===== config.mk =====
export PLATFORM = sky130hd
export DESIGN_NAME = bitstream_sched_flat
export DESIGN_NICKNAME = d
export VERILOG_FILES = /design/src/rtl/bitstream_sched_if.sv /design/src/rtl/bitstream_sched.sv /design/src/flat_wrapper.sv
export SDC_FILE = /design/constraint.sdc
export NUM_CORES = 1
export LEC_CHECK = 0
export ABC_AREA = 0
export CAP_MARGIN = 20
export CORE_UTILIZATION = 53
export CTS_BUF_LIST = sky130_fd_sc_hd__clkbuf_8 sky130_fd_sc_hd__clkbuf_16
export CTS_CLUSTER_SIZE = 8
export DETAILED_ROUTE_END_ITERATION = 7
export GPL_TIMING_DRIVEN = 1
export PLACE_DENSITY = 0.79
export SLEW_MARGIN = 0
export SYNTH_ARGS = -nofsm -noshare
export SYNTH_HDL_FRONTEND = slang
export SYNTH_SLANG_ARGS = --single-unit

===== constraint.sdc =====
create_clock -name clk -period 4.4 [get_ports clk]
set_input_delay 0.88 -clock clk [delete_from_list [all_inputs] [get_ports clk]]
set_output_delay 0.88 -clock clk [all_outputs]
set_load 0.02 [all_outputs]

===== src/rtl/bitstream_sched_if.sv =====
// Handshake bundle between the bitstream scheduler and its requesters / shared datapath.
interface bitstream_sched_if #(
    parameter int unsigned NREQ  = 4,
    parameter int unsigned LEN_W = 9
);
    localparam int unsigned ID_W = (NREQ > 1) ? $clog2(NREQ) : 1;

    logic [NREQ-1:0]  req;
    logic             gen_bit;
    logic             gen_en;
    logic [LEN_W-1:0] gen_idx;
    logic [NREQ-1:0]  grant;
    logic             done;
    logic [LEN_W:0]   result;
    logic [ID_W-1:0]  result_id;

    modport master (
        output req, gen_bit,
        input  gen_en, gen_idx, grant, done, result, result_id
    );

    modport slave (
        input  req, gen_bit,
        output gen_en, gen_idx, grant, done, result, result_id
    );
endinterface


===== src/rtl/bitstream_sched.sv =====
// Round-robin time-sharing of one bitstream datapath: each grant counts the ones over a 2**LEN_W window.
// Optional macro BSCHED_ABORT_EN: the owner dropping its request mid-window abandons that window.
module bitstream_sched #(
    parameter int unsigned NREQ  = 4,
    parameter int unsigned LEN_W = 9
) (
    input logic                clk,
    input logic                n_rst,
    bitstream_sched_if.slave   bus
);
    localparam int unsigned ID_W  = (NREQ > 1) ? $clog2(NREQ) : 1;
    localparam int unsigned CNT_W = LEN_W + 1;

    typedef enum logic [1:0] {
        IDLE = 2'd0,
        RUN  = 2'd1,
        DONE = 2'd2
    } state_t;

    state_t            state_q;
    logic              gen_en_q;
    logic [LEN_W-1:0]  gen_idx_q;
    logic [NREQ-1:0]   grant_q;
    logic              done_q;
    logic [CNT_W-1:0]  result_q;
    logic [ID_W-1:0]   result_id_q;
    logic [ID_W-1:0]   owner_q;
    logic [ID_W-1:0]   ptr_q;
    logic [CNT_W-1:0]  acc_q;

    logic [CNT_W-1:0]  acc_d;
    logic [ID_W-1:0]   ptr_d;
    logic              win_found_c;
    logic [ID_W-1:0]   win_id_c;
    logic              abort_c;
    int unsigned       scan_idx;

    // First requester at or after the round-robin pointer, wrapping at NREQ-1.
    always_comb begin
        win_found_c = 1'b0;
        win_id_c    = '0;
        scan_idx    = 0;
        for (int unsigned i = 0; i < NREQ; i++) begin
            scan_idx = (32'(ptr_q) + i) % NREQ;
            if (!win_found_c && bus.req[ID_W'(scan_idx)]) begin
                win_found_c = 1'b1;
                win_id_c    = ID_W'(scan_idx);
            end
        end
    end

    assign acc_d = acc_q + CNT_W'(bus.gen_bit);
    assign ptr_d = (owner_q == ID_W'(NREQ - 1)) ? '0 : owner_q + ID_W'(1);

`ifdef BSCHED_ABORT_EN
    assign abort_c = !bus.req[owner_q];
`else
    assign abort_c = 1'b0;
`endif

    always_ff @(posedge clk or negedge n_rst) begin
        if (!n_rst) begin
            state_q     <= IDLE;
            gen_en_q    <= 1'b0;
            gen_idx_q   <= '0;
            grant_q     <= '0;
            done_q      <= 1'b0;
            result_q    <= '0;
            result_id_q <= '0;
            owner_q     <= '0;
            ptr_q       <= '0;
            acc_q       <= '0;
        end else begin
            case (state_q)
                IDLE: begin
                    done_q <= 1'b0;
                    if (win_found_c) begin
                        state_q   <= RUN;
                        gen_en_q  <= 1'b1;
                        gen_idx_q <= '0;
                        grant_q   <= NREQ'(1) << win_id_c;
                        owner_q   <= win_id_c;
                        acc_q     <= '0;
                    end
                end
                RUN: begin
                    if (abort_c) begin
                        // Abandoned window: result keeps the last completed count.
                        state_q   <= IDLE;
                        gen_en_q  <= 1'b0;
                        gen_idx_q <= '0;
                        grant_q   <= '0;
                        ptr_q     <= ptr_d;
                    end else if (gen_idx_q == '1) begin
                        state_q     <= DONE;
                        gen_en_q    <= 1'b0;
                        gen_idx_q   <= '0;
                        grant_q     <= '0;
                        done_q      <= 1'b1;
                        acc_q       <= acc_d;
                        result_q    <= acc_d;
                        result_id_q <= owner_q;
                    end else begin
                        gen_idx_q <= gen_idx_q + LEN_W'(1);
                        acc_q     <= acc_d;
                    end
                end
                DONE: begin
                    done_q  <= 1'b0;
                    ptr_q   <= ptr_d;
                    state_q <= IDLE;
                end
                default: state_q <= IDLE;
            endcase
        end
    end

    assign bus.gen_en    = gen_en_q;
    assign bus.gen_idx   = gen_idx_q;
    assign bus.grant     = grant_q;
    assign bus.done      = done_q;
    assign bus.result    = result_q;
    assign bus.result_id = result_id_q;
endmodule


===== src/flat_wrapper.sv =====
// flat-port wrapper written by rule: the top's interface ports become plain ports
module bitstream_sched_flat 
#(
    parameter int unsigned NREQ  = 4,
    parameter int unsigned LEN_W = 9
)
  (clk, n_rst, bus_req, bus_gen_bit, bus_gen_en, bus_gen_idx, bus_grant, bus_done, bus_result, bus_result_id);
  bitstream_sched_if #(.NREQ(NREQ), .LEN_W(LEN_W)) bus_i ();
  input logic clk;
  input logic n_rst;
  input wire logic [$bits(bus_i.req)-1:0] bus_req;
  input wire logic [$bits(bus_i.gen_bit)-1:0] bus_gen_bit;
  output wire logic [$bits(bus_i.gen_en)-1:0] bus_gen_en;
  output wire logic [$bits(bus_i.gen_idx)-1:0] bus_gen_idx;
  output wire logic [$bits(bus_i.grant)-1:0] bus_grant;
  output wire logic [$bits(bus_i.done)-1:0] bus_done;
  output wire logic [$bits(bus_i.result)-1:0] bus_result;
  output wire logic [$bits(bus_i.result_id)-1:0] bus_result_id;
  assign bus_i.req = bus_req;
  assign bus_i.gen_bit = bus_gen_bit;
  assign bus_gen_en = bus_i.gen_en;
  assign bus_gen_idx = bus_i.gen_idx;
  assign bus_grant = bus_i.grant;
  assign bus_done = bus_i.done;
  assign bus_result = bus_i.result;
  assign bus_result_id = bus_i.result_id;
  bitstream_sched #(.NREQ(NREQ), .LEN_W(LEN_W)) u_core (.clk(clk), .n_rst(n_rst), .bus(bus_i));
endmodule

# Word level (Yosys, flattened, before mapping)
# Cells that the tools add are included.
dict set report word_totals {
  input_bits 7
  register_bits 43
}
dict set report op_classes {
  n_addsub 6
  n_lt_le_gt_ge 4
  n_mux 33
  reduce_logical 16
  n_eq_ne 6
  shifts 1
}
# operator count
set ops {}
lappend ops {{10-bit one-hot mux with 2 select lines} 1}
lappend ops {{9-bit 2-to-1 mux} 2}
lappend ops {{9-bit one-hot mux with 2 select lines} 1}
lappend ops {{2-bit 2-to-1 mux} 7}
lappend ops {{2-bit by 3-bit < comparator with 1-bit output, second input constant} 4}
lappend ops {{1-bit 2-to-1 mux} 11}
lappend ops {{10-bit by 1-bit adder with 10-bit output} 1}
lappend ops {{10-bit 2-to-1 mux} 1}
lappend ops {{2-bit AND reduction} 5}
lappend ops {{9-bit by 1-bit adder with 9-bit output, second input constant} 1}
lappend ops {{9-bit == test, second input constant} 1}
lappend ops {{1-bit binary-select mux with 2-bit select} 4}
lappend ops {{4-bit 2-to-1 mux} 2}
lappend ops {{4-bit one-hot mux with 2 select lines} 1}
lappend ops {{2-bit by 1-bit adder with 2-bit output, second input constant} 2}
lappend ops {{2-bit adder, second input constant} 2}
lappend ops {{2-bit == test, second input constant} 2}
lappend ops {{2-bit by 1-bit inequality test with 1-bit output, second input constant} 2}
lappend ops {{1-bit one-hot mux with 2 select lines} 2}
lappend ops {{2-bit one-hot mux with 2 select lines} 1}
lappend ops {{2-bit nonzero test} 2}
lappend ops {{1-bit by 2-bit << shifter with 4-bit output, first input constant} 1}
lappend ops {{1-bit logical AND} 3}
lappend ops {{1-bit zero test} 3}
lappend ops {{other kinds (4)} 4}

# Longest topological paths before layout
dict set report depth {
  word_depth 15
  mapped_depth 10
  ltp_nobuf 9
}

# Worst setup path after synthesis
# Ideal clock, no wire load.
dict set report synth_timing {
  kind {register to register}
  start {register u_core.gen_idx_q[0] (netlist: u_core.bus.gen_idx[0])}
  end {register u_core.gen_idx_q[7] (netlist: u_core.bus.gen_idx[7])}
  stages_incl_launch_ff 10
  setup_time_ns 0.083
  synth_period_minus_slack_ns 2.432
  path_buffers 1
  required_ns 4.317
  arrival_ns 2.349
  setup_slack_ns 1.968
  cell_sequence {dfrtp_1 ha_1 and3_1 and3_1 and3_1 ha_1 or3b_1 buf_2 or3_1 o21ai_0}
}
dict set report synth_via {
  elab_chain_len 3
}
# element line_no
set synth_lines {}
lappend synth_lines {{start, declared} bitstream_sched.sv:22} ;# logic [LEN_W-1:0] gen_idx_q;
lappend synth_lines {{start signal, assigned} bitstream_sched.sv:104} ;# gen_idx_q <= gen_idx_q + LEN_W'(1);
lappend synth_lines {{9-bit by 1-bit adder with 9-bit output or 9-bit == test (tied branches)} {bitstream_sched.sv:104, bitstream_sched.sv:94}}
lappend synth_lines {{9-bit 2-to-1 mux *} bitstream_sched.sv:94} ;# end else if (gen_idx_q == '1) begin
lappend synth_lines {{9-bit one-hot mux with 2 select lines *} bitstream_sched.sv:74} ;# case (state_q)
# Mark *: on every way between the ends. The rest lies on a longest branch, timed or not.
# A chain may end at the register's enable or synchronous reset.

# Worst setup path after layout
dict set report layout_timing {
  start {register u_core.gen_idx_q[0] (netlist: u_core.bus.gen_idx[0])}
  end {register u_core.result_id_q[1] (netlist: u_core.bus.result_id[1])}
}
dict set report layout_via {
  elab_chain_len 2
}
# element line_no
set layout_lines {}
lappend layout_lines {{9-bit == test} bitstream_sched.sv:94}
lappend layout_lines {{2-bit AND reduction (no line)} --}
lappend layout_lines {{end signal, assigned} bitstream_sched.sv:102} ;# result_id_q <= owner_q;
lappend layout_lines {{end, declared} bitstream_sched.sv:26} ;# logic [ID_W-1:0] result_id_q;
# Every way passes these cells.

==> impl_results.md <==
* Final Slew Violations at 0
* Cell Chain, Critical Path: ha_1 -> and3_1 -> and3_1 -> and3_1 -> ha_1 -> nand2_1 -> mux2_2
* Sink Count at 43
* Post-synth net total at 217
* Diode count at 0
* Root Driver: clkbuf_8
* Layout Skew at 0.005230 ns
* Core area at roughly 3700 µm²
* Sequential area share after synthesis at around 53%
* Layout cells sized above 1 at 6.383%
* Dpl ws at 1.577 ns
* RePlAce Congestion at around 0.86
* Area of the die at 4102 µm²
* Main synth FF type: dfrtp_1
* Critical Path End Type: flip-flop
* Drt pass-1 iters at 4
* Io pins at 34
* PD cells at 352.2 nW/µm²
* EDFF count, synth at 0
* Static Leak at around 1.1 nW
* Status: finished clean
* RSZ-0062 raised after global routing: no
* WHS at slightly below 0.5 ns
* Slew @ Worst Pin at 0.9447 ns
* Sequential share of power at 53.1%
* Critical path data required time at about 4.6 ns
* # resized after CTS at 0
* Power Internal at 0.6477 mW
* Slowest cell delay on critical path at 0.61 ns
* Number of nets with antenna violations after routing at 0
* First-pass GRT wire length at 6.962 mm
* Global route total overflow at 0
* Max-Cap Viols at 0
* Synth unique cells at 37
* Layout area overhead at 21.40%
* Ys Warns at 0
* Vias in the first global route at 1,559
* Chip width at 64.05 µm
* Detailed Route Iter0 Violations at 96
* Setup Viol. Count Final at 0
* Via count at 1,589
* Sw Pwr at 0.2249 mW
* Commonest non-fill, non-tap cell in the layout: dfrtp_1
* Crit-path max FO at 27
* Mean number of vias per cell at 5.615
* Sw Share at about 26%
* Mean Syn Cell Area at 9.955 µm²
* Slowest CP cell: nand2_1
* Clock share of power at 33.1%
* CTS Buf Count at 5
* Initial cell density of the core at 55.33%
* Fin crit period at 2.598 ns
* Cell mode on critical path: and3_1
* CTS Hold Bufs at 0
* CP Launch Type: flip-flop
* Post-route setup slack at 1.802 ns
* FF+latch count, synth at 43
* VDD IR max at 237.7 µV
* Total track usage at 22.30%
* Most frequent cells in the layout: 43 x dfrtp_1, 32 x clkdlybuf4s50_1, 28 x nand2_1
* Synth Instances at a little over 200
* Final hold violation count at 0
* Slew HR at 37.02%
* Synth async-reset ratio at 100.0%
* H-tree lvl count at 2
* DRC viols at 0
* Routed wire length at roughly 4.0 mm
* Crit Path Category: reg2reg
* Cell row count at 22
* Die height at 64.05 µm
* Fin crit share at 59.04%
* Final Instance Count excl. Fillers at 283
* Highest clock rate at 385.0 MHz
* IO buf count at 33
* Initial antenna violation count at 0
* Wirelength per Cell at ~14 µm
* Largest net degree at the start of global routing at 44
* # Post-CTS Setup Buffers at 0
* Worst hold path type: reg2reg
* Reg clk slew, reported paths at 0.08 ns
* Post-Syn Area at between 2000 and 2500 µm²
* Fin nets at approximately 250
* Clk Latency, worst-skew pair at 0.29 ns
* Gate power share at 13.9%
* Placed cell count at 276
* Arrival @ worst endpoint at 2.77 ns
* CTS Buffer Depth at 2
* DPL Wire Length at 2.783 mm
* TNS Setup at 0 ns
* CTS tree: done
final timing paths:
kind | from | to | slack (ns) | cells past startpoint
max | u_core.bus.gen_idx[0] | u_core.bus.result_id[1] | 1.80 | 7
min | u_core.bus.result[7] | u_core.bus.result[7] | 0.49 | 2
max reg2reg | u_core.bus.gen_idx[0] | u_core.bus.result_id[1] | 1.80 | 7
min reg2reg | u_core.bus.result[7] | u_core.bus.result[7] | 0.49 | 2
max in group asynchronous | n_rst | u_core.bus.result[3] | 3.09 | 1
min in group asynchronous | n_rst | u_core.acc_q[7] | 0.73 | 1
synth_stat cells, types with 3 or more instances:
cell | number | area share [%]
a21oi_1 | 8 | 2.0
a22o_1 | 7 | 3.0
and3_1 | 5 | 1.5
buf_2 | 5 | 1.2
clkbuf_1 | 3 | 0.55
dfrtp_1 | 43 | 53
ha_1 | 5 | 3.1
inv_1 | 7 | 1.3
mux2_2 | 5 | 2.8
nand2_1 | 28 | 5.2
nand3_1 | 5 | 1.2
nand4_1 | 3 | 0.92
nor2_1 | 11 | 2.0
nor3_1 | 3 | 0.74
o21ai_0 | 27 | 6.6
o31ai_1 | 5 | 1.8
xnor2_1 | 6 | 2.6
critical path: cells and delay by family, from the launching register on:
family / cells / cell delay (ns)
simple gates: 4 / 1.20
fa+ha+maj: 2 / 0.44
flops: 1 / 0.42
mux: 1 / 0.41
layer usage:
layer | GRT usage, % | share of wire, % | vias to the layer above
met5 | 0 | 0 | -
met4 | 8.523 | 0.47 | 0
met1 | 28.59 | 47 | 761
met2 | 36.57 | 48 | 42
li1 | - | - | 784
met3 | 5.179 | 4.0 | 2
power groups by stage:
stage               sequential [mW]  clock [mW]  combinational, mW
floorplan                     0.457           0             0.0966
global placement              0.468           0              0.116
detailed placement            0.469           0              0.120
CTS                           0.462       0.296              0.122
global route                  0.469       0.313              0.139
finish                        0.463       0.289              0.121
flip-flops by register name, indices dropped and copies added, names as in the netlist:
signal	count
u_core.state_q	2
u_core.bus.result_id	2
u_core.bus.gen_en	1
u_core.bus.gen_idx	9
u_core.bus.grant	4
u_core.bus.done	1
u_core.ptr_q	2
u_core.owner_q	2
u_core.bus.result	10
u_core.acc_q	10
logic make-up after synthesis:
family | synth area share, %
AOI/OAI and AO/OA | 18.27
xor gates and xnor gates | 3.434
adders and majority gates | 3.066
buffers and inverters | 3.801
DFF | 52.73
muxes | 2.759
and+or+nand+nor | 15.94
final cells by class:
type	instances	area (µm²)
Sequential cell	43	1076
Clock buffer	5	68.82
Clock inverter	2	33.78
Multi-Input combinational cell	145	887.1
Fill cell	317	1211
Inverter	7	26.28
Tap cell	48	60.06
Timing Repair Buffer	33	325.3
through the flow:
step	cell area [µm²]	power, mW	utilization (%)
6_report	2477	0.8726	67.16
4_1_cts	2477	0.8789	67.16
3_3_place_gp	2375	0.5837	64.38
3_5_place_dp	2375	0.5891	64.38
5_1_grt	2477	0.9206	67.16
2_1_floorplan	2041	0.5534	-
Power figures use the tool's default switching activity.
